--- config.mk ---
export PLATFORM = sky130hd
export DESIGN_NAME = i2c_txn_arbiter_flat
export DESIGN_NICKNAME = d
export VERILOG_FILES = /design/src/rtl/i2c_txn_arbiter_if.sv /design/src/rtl/i2c_txn_arbiter.sv /design/src/flat_wrapper.sv
export SDC_FILE = /design/constraint.sdc
export NUM_CORES = 1
export LEC_CHECK = 0
export CORE_UTILIZATION = 38
export DETAILED_ROUTE_END_ITERATION = 10
export PLACE_DENSITY = 0.86
export RECOVER_POWER = 100
export SLEW_MARGIN = 20
export SYNTH_ARGS = -nofsm -noshare
export SYNTH_HDL_FRONTEND = slang
export SYNTH_SLANG_ARGS = --single-unit
--- constraint.sdc ---
create_clock -name i_clk -period 1.55 [get_ports i_clk]
set_input_delay 0.31 -clock i_clk [delete_from_list [all_inputs] [get_ports i_clk]]
set_output_delay 0.31 -clock i_clk [all_outputs]
set_load 0.005 [all_outputs]
--- src/rtl/i2c_txn_arbiter_if.sv ---
// i2c_txn_arbiter_if
//   Bundles the requester-side command/completion signals and the I2C master
//   engine signals that surround i2c_txn_arbiter.
//   slave  : view used by the arbiter (requests and master status in, grant,
//            completion and master command out).
//   master : view used by the surrounding clients/master model (mirror image).
interface i2c_txn_arbiter_if #(
    parameter int unsigned NREQ  = 4,
    parameter int unsigned IDX_W = 2
);
    // requester side
    logic [NREQ-1:0]   req;
    logic [NREQ-1:0]   req_rw;
    logic [6*NREQ-1:0] req_nbyte;
    logic [7*NREQ-1:0] req_dev;
    logic [8*NREQ-1:0] req_ptr;
    logic [8*NREQ-1:0] req_wdata;
    logic [NREQ-1:0]   cmp_strobe;
    logic [7:0]        cmp_rdata;
    logic              cmp_err;
    logic [IDX_W-1:0]  grant_id;
    logic              busy;
    // I2C master engine side
    logic              m_go;
    logic              m_rw;
    logic [5:0]        m_nbyte;
    logic [6:0]        m_dev;
    logic [7:0]        m_ptr;
    logic [7:0]        m_dwr;
    logic              m_abort;
    logic [7:0]        m_drd;
    logic              m_ack_e;
    logic              m_done;

    modport slave (
        input  req, req_rw, req_nbyte, req_dev, req_ptr, req_wdata,
        input  m_drd, m_ack_e, m_done,
        output cmp_strobe, cmp_rdata, cmp_err, grant_id, busy,
        output m_go, m_rw, m_nbyte, m_dev, m_ptr, m_dwr, m_abort
    );

    modport master (
        output req, req_rw, req_nbyte, req_dev, req_ptr, req_wdata,
        output m_drd, m_ack_e, m_done,
        input  cmp_strobe, cmp_rdata, cmp_err, grant_id, busy,
        input  m_go, m_rw, m_nbyte, m_dev, m_ptr, m_dwr, m_abort
    );
endinterface

--- src/rtl/i2c_txn_arbiter.sv ---
// i2c_txn_arbiter
//   Round-robin arbiter sharing one I2C master engine between NREQ requesters.
//   Latches the winner's command, pulses m_go until the master reports busy
//   (m_done low), waits for m_done high, and returns read byte / ack error with
//   a one-cycle one-hot cmp_strobe. A watchdog aborts hung transactions.
// Ports:
//   i_clk   : system clock, rising edge
//   i_rst_n : asynchronous active-low reset
//   bus     : i2c_txn_arbiter_if.slave (requester and master-engine signals)
module i2c_txn_arbiter #(
    parameter int unsigned NREQ        = 4,
    parameter int unsigned TIMEOUT_CYC = 65535,
    parameter int unsigned IDX_W       = 2
) (
    input  logic            i_clk,
    input  logic            i_rst_n,
    i2c_txn_arbiter_if.slave bus
);

    typedef enum logic [1:0] {S_IDLE, S_LAUNCH, S_BUSY, S_COMPLETE} state_t;

    localparam logic [NREQ-1:0] ONE_HOT0 = NREQ'(1);

    state_t           r_state;
    logic [IDX_W-1:0] r_rr_ptr;
    logic [IDX_W-1:0] r_grant_id;
    logic             r_busy;
    logic             r_go;
    logic             r_rw;
    logic [5:0]       r_nbyte;
    logic [6:0]       r_dev;
    logic [7:0]       r_ptr;
    logic [7:0]       r_dwr;
    logic             r_abort;
    logic [NREQ-1:0]  r_cmp_strobe;
    logic [7:0]       r_cmp_rdata;
    logic             r_cmp_err;
    logic [15:0]      r_wdog;

    logic             w_found;
    logic [IDX_W-1:0] w_win;
    logic             w_sel_rw;
    logic [5:0]       w_sel_nbyte;
    logic [6:0]       w_sel_dev;
    logic [7:0]       w_sel_ptr;
    logic [7:0]       w_grant_wdata;

    // Round robin: first pass takes the lowest set bit at/above r_rr_ptr; the
    // second pass only matters when nothing was found there (wrap-around).
    always_comb begin
        w_found = 1'b0;
        w_win   = '0;
        for (int unsigned i = 0; i < NREQ; i++) begin
            if (!w_found && bus.req[i] && (IDX_W'(i) >= r_rr_ptr)) begin
                w_found = 1'b1;
                w_win   = IDX_W'(i);
            end
        end
        for (int unsigned i = 0; i < NREQ; i++) begin
            if (!w_found && bus.req[i]) begin
                w_found = 1'b1;
                w_win   = IDX_W'(i);
            end
        end
    end

    // Slice selection for the candidate winner and the live wdata of the grantee.
    always_comb begin
        w_sel_rw      = 1'b0;
        w_sel_nbyte   = '0;
        w_sel_dev     = '0;
        w_sel_ptr     = '0;
        w_grant_wdata = '0;
        for (int unsigned i = 0; i < NREQ; i++) begin
            if (IDX_W'(i) == w_win) begin
                w_sel_rw    = bus.req_rw[i];
                w_sel_nbyte = bus.req_nbyte[6*i +: 6];
                w_sel_dev   = bus.req_dev[7*i +: 7];
                w_sel_ptr   = bus.req_ptr[8*i +: 8];
            end
            if (IDX_W'(i) == r_grant_id) begin
                w_grant_wdata = bus.req_wdata[8*i +: 8];
            end
        end
    end

    always_ff @(posedge i_clk or negedge i_rst_n) begin
        if (!i_rst_n) begin
            r_state      <= S_IDLE;
            r_rr_ptr     <= '0;
            r_grant_id   <= '0;
            r_busy       <= 1'b0;
            r_go         <= 1'b0;
            r_rw         <= 1'b0;
            r_nbyte      <= '0;
            r_dev        <= '0;
            r_ptr        <= '0;
            r_dwr        <= '0;
            r_abort      <= 1'b0;
            r_cmp_strobe <= '0;
            r_cmp_rdata  <= '0;
            r_cmp_err    <= 1'b0;
            r_wdog       <= '0;
        end else begin
            if (r_busy) begin
                r_dwr <= w_grant_wdata;
            end
            case (r_state)
                S_IDLE: begin
                    if (w_found && bus.m_done) begin
                        r_grant_id <= w_win;
                        r_rw       <= w_sel_rw;
                        r_nbyte    <= w_sel_nbyte;
                        r_dev      <= w_sel_dev;
                        r_ptr      <= w_sel_ptr;
                        r_busy     <= 1'b1;
                        r_go       <= 1'b1;
                        r_wdog     <= '0;
                        r_state    <= S_LAUNCH;
                    end
                end
                S_LAUNCH, S_BUSY: begin
                    // Watchdog spans both LAUNCH and BUSY; it wins over a
                    // same-cycle completion.
                    if (r_wdog == 16'(TIMEOUT_CYC)) begin
                        r_go         <= 1'b0;
                        r_abort      <= 1'b1;
                        r_cmp_err    <= 1'b1;
                        r_cmp_rdata  <= '0;
                        r_busy       <= 1'b0;
                        r_cmp_strobe <= ONE_HOT0 << r_grant_id;
                        r_state      <= S_COMPLETE;
                    end else begin
                        r_wdog <= r_wdog + 16'd1;
                        if (r_state == S_LAUNCH) begin
                            if (!bus.m_done) begin
                                r_go    <= 1'b0;
                                r_state <= S_BUSY;
                            end
                        end else if (bus.m_done) begin
                            r_cmp_rdata  <= bus.m_drd;
                            r_cmp_err    <= bus.m_ack_e;
                            r_busy       <= 1'b0;
                            r_cmp_strobe <= ONE_HOT0 << r_grant_id;
                            r_state      <= S_COMPLETE;
                        end
                    end
                end
                S_COMPLETE: begin
                    r_cmp_strobe <= '0;
                    r_abort      <= 1'b0;
                    r_wdog       <= '0;
                    r_rr_ptr     <= (r_grant_id == IDX_W'(NREQ - 1)) ? '0 : r_grant_id + 1'b1;
                    r_state      <= S_IDLE;
                end
                default: r_state <= S_IDLE;
            endcase
        end
    end

    assign bus.cmp_strobe = r_cmp_strobe;
    assign bus.cmp_rdata  = r_cmp_rdata;
    assign bus.cmp_err    = r_cmp_err;
    assign bus.grant_id   = r_grant_id;
    assign bus.busy       = r_busy;
    assign bus.m_go       = r_go;
    assign bus.m_rw       = r_rw;
    assign bus.m_nbyte    = r_nbyte;
    assign bus.m_dev      = r_dev;
    assign bus.m_ptr      = r_ptr;
    assign bus.m_dwr      = r_dwr;
    assign bus.m_abort    = r_abort;

endmodule

--- src/flat_wrapper.sv ---
// flat-port wrapper written by rule: the top's interface ports become plain ports
module i2c_txn_arbiter_flat 
#(
    parameter int unsigned NREQ        = 4,
    parameter int unsigned TIMEOUT_CYC = 65535,
    parameter int unsigned IDX_W       = 2
)
  (i_clk, i_rst_n, bus_req, bus_req_rw, bus_req_nbyte, bus_req_dev, bus_req_ptr, bus_req_wdata, bus_m_drd, bus_m_ack_e, bus_m_done, bus_cmp_strobe, bus_cmp_rdata, bus_cmp_err, bus_grant_id, bus_busy, bus_m_go, bus_m_rw, bus_m_nbyte, bus_m_dev, bus_m_ptr, bus_m_dwr, bus_m_abort);
  i2c_txn_arbiter_if #(.NREQ(NREQ), .IDX_W(IDX_W)) bus_i ();
  input  logic i_clk;
  input  logic i_rst_n;
  input wire logic [$bits(bus_i.req)-1:0] bus_req;
  input wire logic [$bits(bus_i.req_rw)-1:0] bus_req_rw;
  input wire logic [$bits(bus_i.req_nbyte)-1:0] bus_req_nbyte;
  input wire logic [$bits(bus_i.req_dev)-1:0] bus_req_dev;
  input wire logic [$bits(bus_i.req_ptr)-1:0] bus_req_ptr;
  input wire logic [$bits(bus_i.req_wdata)-1:0] bus_req_wdata;
  input wire logic [$bits(bus_i.m_drd)-1:0] bus_m_drd;
  input wire logic [$bits(bus_i.m_ack_e)-1:0] bus_m_ack_e;
  input wire logic [$bits(bus_i.m_done)-1:0] bus_m_done;
  output wire logic [$bits(bus_i.cmp_strobe)-1:0] bus_cmp_strobe;
  output wire logic [$bits(bus_i.cmp_rdata)-1:0] bus_cmp_rdata;
  output wire logic [$bits(bus_i.cmp_err)-1:0] bus_cmp_err;
  output wire logic [$bits(bus_i.grant_id)-1:0] bus_grant_id;
  output wire logic [$bits(bus_i.busy)-1:0] bus_busy;
  output wire logic [$bits(bus_i.m_go)-1:0] bus_m_go;
  output wire logic [$bits(bus_i.m_rw)-1:0] bus_m_rw;
  output wire logic [$bits(bus_i.m_nbyte)-1:0] bus_m_nbyte;
  output wire logic [$bits(bus_i.m_dev)-1:0] bus_m_dev;
  output wire logic [$bits(bus_i.m_ptr)-1:0] bus_m_ptr;
  output wire logic [$bits(bus_i.m_dwr)-1:0] bus_m_dwr;
  output wire logic [$bits(bus_i.m_abort)-1:0] bus_m_abort;
  assign bus_i.req = bus_req;
  assign bus_i.req_rw = bus_req_rw;
  assign bus_i.req_nbyte = bus_req_nbyte;
  assign bus_i.req_dev = bus_req_dev;
  assign bus_i.req_ptr = bus_req_ptr;
  assign bus_i.req_wdata = bus_req_wdata;
  assign bus_i.m_drd = bus_m_drd;
  assign bus_i.m_ack_e = bus_m_ack_e;
  assign bus_i.m_done = bus_m_done;
  assign bus_cmp_strobe = bus_i.cmp_strobe;
  assign bus_cmp_rdata = bus_i.cmp_rdata;
  assign bus_cmp_err = bus_i.cmp_err;
  assign bus_grant_id = bus_i.grant_id;
  assign bus_busy = bus_i.busy;
  assign bus_m_go = bus_i.m_go;
  assign bus_m_rw = bus_i.m_rw;
  assign bus_m_nbyte = bus_i.m_nbyte;
  assign bus_m_dev = bus_i.m_dev;
  assign bus_m_ptr = bus_i.m_ptr;
  assign bus_m_dwr = bus_i.m_dwr;
  assign bus_m_abort = bus_i.m_abort;
  i2c_txn_arbiter #(.NREQ(NREQ), .TIMEOUT_CYC(TIMEOUT_CYC), .IDX_W(IDX_W)) u_core (.i_clk(i_clk), .i_rst_n(i_rst_n), .bus(bus_i));
endmodule
==> summary.md, run 1 <==
| Metric | Value |
|---|---|
| Post-synth EDFFs | 0 |
| Final setup viols | 67 |
| Post-synth top cells | dfrtp_1 (68), nand2_1 (47), mux2i_1 (45) |
| Iteration-0 DRC Markers | 455 |
| Routed WL | 20400 µm |
| Lkg Pwr | 3.32 nW |
| Number of global-route vias before repair | 5142 |
| Fin area | 7750 µm² |
| Post-synth top area cell | dfrtp_1 |
| Die Width | 105 µm |
| DR WL/cell | 24.8 µm |
| Initial Util | 39.4% |
| # Max-Cap Violations | 0 |
| Clk slew on worst S/H paths | 0.09 ns |
| Slew Viols, Final | 0 |
| Number of port buffers | 183 |
| Layout cell share with drive strength beyond 1 | 33.4% |
| Vias per cell | 6.08 |
| GRT Util Overall | 30.6% |
| CTS tree | done |
| Run status | finished with violations |
| Crit-path max FO | 4 |
| Synthesized area | 4060 µm² |
| Via count | 4995 |
| Failing checks | negative setup slack |
| Final GP Congestion | 0.846 |
| Antenna-violating nets left | 0 |
| Worst skew pair latency | 0.37 ns |
| Die height | 105 µm |
| R2r endpoint | u_core.r_wdog[7] |
| Post-detail-place hpwl | 9540 µm |
| Fin crit share | 129% |
| DIE AREA | 11100 µm² |
| Non-filler cells, final | 821 |
| Setup crit end kind | flop |
| RSZ-0062 raised after global routing | true |
| Hold WC Path Type | input port to async pin |
| Yosys Warn Count | 0 |
| Post-Syn Instances | 404 |
| TritonCTS Buffers | 9 |
| # rows | 37 |
| Placed Area | 6350 µm² |
| Antenna cell count | 0 |
| DR DRC count | 0 |
| Num ports | 184 |
| Netlist cell types | 51 |
| Htree depth | 3 |
| Worst-margin pin slew | 0.549 ns |
| Area grow syn2layout | 90.9% |
| Final hold vios | 0 |
| Most used DFF post-synth | dfrtp_1 |
| Synth area leaders | dfrtp_1 (42%), mux2i_1 (11%), o221ai_1 (4.7%) |
| Multi-input logic area | 2700 µm² |
| WHS | 0.490 ns |
| First-pass GRT wire length | 26300 µm |
| Root Driver | clkbuf_8 |
| WP data arrival | 2.22 ns |
| Yosys reg bits | 68 |
| Core Box Area | 10300 µm² |
| Yosys top cell area share | 41.9% |
| Reg2reg setup slack | -0.45 ns |
| Slew headroom | 63.4% |
| Smallest setup slack after layout | -0.449 ns |
| Worst reg2reg path startpoint | u_core.r_state[0] |
| Crit start category | flop |
| Share of synthesized registers carrying an async set or reset | 100% |
| Max Fclk | 0.500 GHz |
| WS Path Type | flop to flop |
| Largest net degree at the start of global routing | 60 |
| Synth Area per Inst | 10.1 µm² |
| Register area share after synthesis | 41.9% |
| Power Density | 1740 nW/µm² |
| Filler instances | 566 |
| VDD IR-drop max | 0.869 mV |
| Mapped Nets | 550 |
| Dpl cells | 750 |
| Fin crit period | 2.00 ns |
| Final nets | 826 |
| Clock buffer depth | 2 |
| WP data required | 1.78 ns |
| Most common cell in the netlist | dfrtp_1 |
| Register area | 1710 µm² |
| Antenna violations before repair | 0 |
| Worst Reg2Reg Path Length in Cells | 8 |
| Total gr overflow | 0 |
| Drt first pass iters | 6 |
| Clock sink count | 68 |
| Skew final | 0.0257 ns |
[worst max-delay path, cell delays in order, from the launching register on]
cell and delay [ns]:
dfrtp_1 0.42, inv_2 0.09, ha_4 0.30, nand4_1 0.18, nor4_4 0.24, buf_4 0.21, nor4b_4 0.06, xnor2_1 0.24
nor2_1 0.11
[per-layer routing]
metal	routed length, µm	track usage [%]	up-vias
li1	-	-	2046
met1	6890	32.3	2410
met2	10400	54.7	396
met3	1650	6.99	143
met4	1470	19.8	0
met5	0	0	-
[power breakdown]
part           total [mW]  switching, mW  internal, mW
Combinational        8.78           4.08          4.71
Sequential           3.00          0.532          2.47
Clock                1.75          0.834         0.915
[metrics by stage]
stage / worst slack (ns) / setup TNS (ns) / utilization (%) / power [mW]
after CTS: -0.170 / -4.54 / 71.0 / 11.7
final: -0.449 / -11.81 / 75.1 / 13.5
after global routing: -0.489 / -17.86 / 75.1 / 14.0
after detailed placement: -0.753 / -34.01 / 61.5 / 8.61
after global placement: -0.663 / -30.76 / 61.5 / 8.38
after floorplan: -0.129 / -1.46 / - / 5.83
[worst max-delay path by stage]
stage	start	end	slack [ns]	cells past startpoint
2_1_floorplan	u_core.r_state[0]	u_core.r_wdog[15]	-0.13	7
3_3_place_gp	bus_req[0]	u_core.bus.m_dev[3]	-0.66	6
3_5_place_dp	bus_req[0]	u_core.bus.m_dev[1]	-0.75	6
4_1_cts	u_core.r_rr_ptr[1]	u_core.bus.m_dev[4]	-0.17	7
5_1_grt	u_core.r_state[0]	u_core.r_wdog[7]	-0.49	8
6_report	u_core.r_state[0]	u_core.r_wdog[7]	-0.45	8
[cell families after synthesis]
| logic type | Yosys count | share of synthesized area, % |
|---|---|---|
| adders and majority gates | 10 | 3.08 |
| xor gates and xnor gates | 12 | 2.59 |
| AOI/OAI and AO/OA | 101 | 17.5 |
| DFF | 68 | 41.9 |
| and+or+nand+nor | 124 | 17.2 |
| muxes | 47 | 11.6 |
| buffers and inverters | 42 | 6.16 |
[cell type report]
cell class              count  area share (%)
multi-input cells         297            34.8
inverters                  15           0.758
well taps                 136            2.19
clock inverters             7            1.27
repair buffers            289            37.3
clock buffers               9            1.60
flip-flops and latches     68            22.0
[cells in the final DEF (no fill, tap or decap), drive strengths merged, types with 16 or more instances in the layout]
master,synthesis,routed
inv,15,16
clkdlybuf4s25,0,16
buf,17,103
o21ai,16,16
clkdlybuf4s50,0,139
a21oi,25,25
nand2,48,48
mux2i,45,45
o221ai,22,22
dfrtp,68,68
dlygate4sd2,0,25
nor2,20,20
[timing repair]
item                                    in CTS  in global routing
endpoints found under the setup margin      90                 87
hold buffers                                 1                  0
gates resized for setup                    126                 87
buffers inserted                            24                 27
pin swaps                                   25                 33
gates cloned                                11                  0
endpoints found under the hold margin        9                  0
[sequential cells by signal, summed over array words and instances (netlist names)]
| signal | flops |
|---|---|
| u_core.bus.m_dev | 7 |
| u_core.bus.grant_id | 2 |
| u_core.bus.m_go | 1 |
| u_core.bus.m_abort | 1 |
| u_core.bus.cmp_rdata | 8 |
| u_core.bus.m_rw | 1 |
| u_core.r_wdog | 16 |
| u_core.bus.cmp_err | 1 |
| u_core.bus.m_nbyte | 6 |
| u_core.bus.cmp_strobe | 4 |
| u_core.bus.m_dwr | 8 |
| u_core.bus.busy | 1 |
| u_core.r_rr_ptr | 2 |
| u_core.bus.m_ptr | 8 |
| u_core.r_state | 2 |
(Power assumes the default switching activity.)
==> run 2: changes to the inputs <==
- CTS_CLUSTER_SIZE: not set -> 12
==> results of run 2 <==
No change in the layout: final DEF, timing and power equal those of run 1.
==> run 3: changes to the inputs <==
- PLACE_DENSITY: 0.86 -> not set
- PLACE_DENSITY_LB_ADDON: not set -> 0.12
==> run 3 against run 2 <==
Effect of this change:
- the run still ends with negative setup slack left
- clock skew down 0.014 ns
- sequential power decreased by 4%
- final cell count is 2.7% lower
- final area decreased by 3.9%
- critical path depth decreased by 2
- global-route usage shrank 6.3 points
- utilization decreased by 3.0 points
- sequential cell count unchanged
- via count down 15%
- register-to-register slack improved by 0.29 ns
- critical path type unchanged
- largest cell class is now multi-input combinational cells
==> summary.md, run 3 (synthesized netlist as in run 1, its figures left out) <==
| Metric | Value |
|---|---|
| Run status | finished with violations (unchanged) |
| Failing checks | negative setup slack (unchanged) |
| # rows | 37 (unchanged) |
| Smallest setup slack after layout | -0.156 ns (was -0.449 ns) |
| Root Driver | clkbuf_8 (unchanged) |
| Worst Reg2Reg Path Length in Cells | 6 (was 8) |
| DR WL/cell | 17.5 µm (was 24.8 µm) |
| First-pass GRT wire length | 21400 µm (was 26300 µm) |
| Number of port buffers | 183 (unchanged) |
| Fin area | 7450 µm² (was 7750 µm²) |
| Die height | 105 µm (unchanged) |
| Vias per cell | 5.30 (was 6.08) |
| Antenna violations before repair | 1 (was 0) |
| Most common cell after layout, fill and taps aside | clkdlybuf4s50_1 (unchanged) |
| Fin crit period | 1.71 ns (was 2.00 ns) |
| Worst path cell trace | a21oi_2, o21ai_2, o2bb2a_4, buf_12, mux2i_1, o221ai_2 (was inv_2, ha_4, nand4_1, nor4_4, buf_4, nor4b_4, xnor2_1, nor2_1) |
| TritonCTS Buffers | 9 (unchanged) |
| Max Fclk | 0.586 GHz (was 0.500 GHz) |
| Layout cell share with drive strength beyond 1 | 31.3% (was 33.4%) |
| Slew Viols, Final | 0 (unchanged) |
| GRT Util Overall | 24.4% (was 30.6%) |
| Max reg flops | 16 (unchanged) |
| Final GP Congestion | 0.842 (was 0.846) |
| WS Path Type | flop to flop (unchanged) |
| Filler instances | 757 (was 566) |
| Slowest-stage cell, CP | dfrtp_2 (was dfrtp_1) |
| Initial Util | 39.4% (unchanged) |
| Power Density | 1540 nW/µm² (was 1740 nW/µm²) |
| RSZ-0062 raised after global routing | true (unchanged) |
| Final hold vios | 0 (unchanged) |
| WP data arrival | 1.93 ns (was 2.22 ns) |
| Iteration-0 DRC Markers | 205 (was 455) |
| Placed Area | 6420 µm² (was 6350 µm²) |
| Htree depth | 3 (unchanged) |
| Crit start category | flop (unchanged) |
| Drt first pass iters | 4 (was 6) |
| Crit-path max FO | 8 (was 4) |
| VDD IR-drop max | 0.746 mV (was 0.869 mV) |
| Via count | 4231 (was 4995) |
| Largest net degree at the start of global routing | 69 (was 60) |
| Clk slew on worst S/H paths | 0.07 ns (was 0.09 ns) |
| Slew headroom | 35.9% (was 63.4%) |
| Fin crit share | 110% (was 129%) |
| Die Width | 105 µm (unchanged) |
| Most frequent cells in the layout | clkdlybuf4s50_1 (141), dfrtp_1 (66), buf_4 (61) (was clkdlybuf4s50_1 (139), buf_4 (68), dfrtp_1 (63)) |
| WP data required | 1.77 ns (was 1.78 ns) |
| Hold WC Path Type | input port to async pin (unchanged) |
| Total power | 11.4 mW (was 13.5 mW) |
| Antenna-violating nets left | 0 (unchanged) |
| Slowest cell delay on critical path | 0.45 ns (was 0.42 ns) |
| Worst skew pair latency | 0.35 ns (was 0.37 ns) |
| Worst-margin pin slew | 0.962 ns (was 0.549 ns) |
| Clock buffer depth | 2 (unchanged) |
| DR DRC count | 0 (unchanged) |
| Setup crit end kind | flop (unchanged) |
| Total gr overflow | 0 (unchanged) |
| Post-detail-place hpwl | 9000 µm (was 9540 µm) |
| Reg with most FFs | u_core.r_wdog (unchanged) |
| Area grow syn2layout | 83.4% (was 90.9%) |
| Routed WL | 14000 µm (was 20400 µm) |
| DIE AREA | 11100 µm² (unchanged) |
| Core Box Area | 10300 µm² (unchanged) |
| Lkg Pwr | 3.10 nW (was 3.32 nW) |
| Number of global-route vias before repair | 4292 (was 5142) |
| Skew final | 0.0115 ns (was 0.0257 ns) |
| Num ports | 184 (unchanged) |
| # Max-Cap Violations | 0 (unchanged) |
| CTS tree | done (unchanged) |
| Final setup viols | 44 (was 67) |
| Final nets | 803 (was 826) |
| Clock sink count | 68 (unchanged) |
## run 3: cell count changes in the layout (fill, tap and decap cells not counted), moves of 4 or more
cell,previous run,this run
buf_12,6,10
buf_16,7,1
buf_4,68,61
buf_6,21,8
clkdlybuf4s25_1,16,28
dlygate4sd2_1,25,13
mux2i_1,34,24
mux2i_2,7,11
mux2i_4,4,10
## run 3: final timing paths
path	start	end	slack [ns]
max in group asynchronous	i_rst_n	u_core.r_wdog[4]	0.64
setup / recovery	u_core.r_rr_ptr[1]	u_core.bus.m_ptr[0]	-0.16
hold / removal	i_rst_n	u_core.bus.cmp_strobe[1]	0.20
setup reg to reg	u_core.r_rr_ptr[1]	u_core.bus.m_ptr[0]	-0.16
hold reg to reg	u_core.bus.m_dwr[4]	u_core.bus.m_dwr[4]	0.48
min in group i_clk	u_core.bus.m_dwr[4]	u_core.bus.m_dwr[4]	0.48
## run 3: layout make-up
type / instances / area (µm²) / area share [%]
multi-input cells: 294 / 2700 / 36.2
repair buffers: 269 / 2650 / 35.6
flip-flops and latches: 68 / 1700 / 22.9
well taps: 136 / 170 / 2.28
clock buffers: 11 / 141 / 1.90
inverters: 15 / 56.3 / 0.756
clock inverters: 5 / 27.5 / 0.369
diodes: 1 / 2.50 / 0.0336
## run 3: per-layer routing
layer | track usage, % | vias up | part of all wire, %
met1 | 29.1 | 2042 | 40
met4 | 9.76 | 0 | 2.5
li1 | - | 1994 | -
met2 | 42.9 | 165 | 52
met3 | 4.76 | 30 | 5.1
met5 | 0 | - | 0
## run 3: critical path, delay by kind of cell (launching register included)
family | cells | cell delay (ns)
buffers and inverters | 1 | 0.19
multiplexers | 1 | 0.26
flip-flops | 1 | 0.45
AO/OA/AOI/OAI | 4 | 0.68
## run 3: timing repair
| action | in CTS | in global routing |
|---|---|---|
| gates cloned | 4 | 2 |
| gates resized for setup | 75 | 112 |
| hold buffers | 0 | 0 |
| pin swaps | 25 | 41 |
| buffers inserted | 17 | 14 |
| setup endpoints to repair | 75 | 93 |
## run 3: where the power goes
part,leakage [nW],switching [mW],total (mW),internal (mW)
combinational,2.15,3.15,7.24,4.09
sequential,0.860,0.428,2.89,2.46
clock,0.0889,0.700,1.31,0.614
## run 3: through the flow
step | cells | utilization, % | hold WS, ns | setup TNS (ns) | setup slack, ns
detailed placement | 752 | 62.2 | 0.369 | -26.55 | -0.566
global placement | 752 | 62.2 | 0.362 | -24.58 | -0.531
CTS | 789 | 68.8 | 0.00578 | -2.24 | -0.107
finish | 799 | 72.2 | 0.204 | -3.26 | -0.156
global route | 799 | 72.2 | 0.303 | -7.26 | -0.245
floorplan | 404 | - | 0.0144 | -1.46 | -0.129
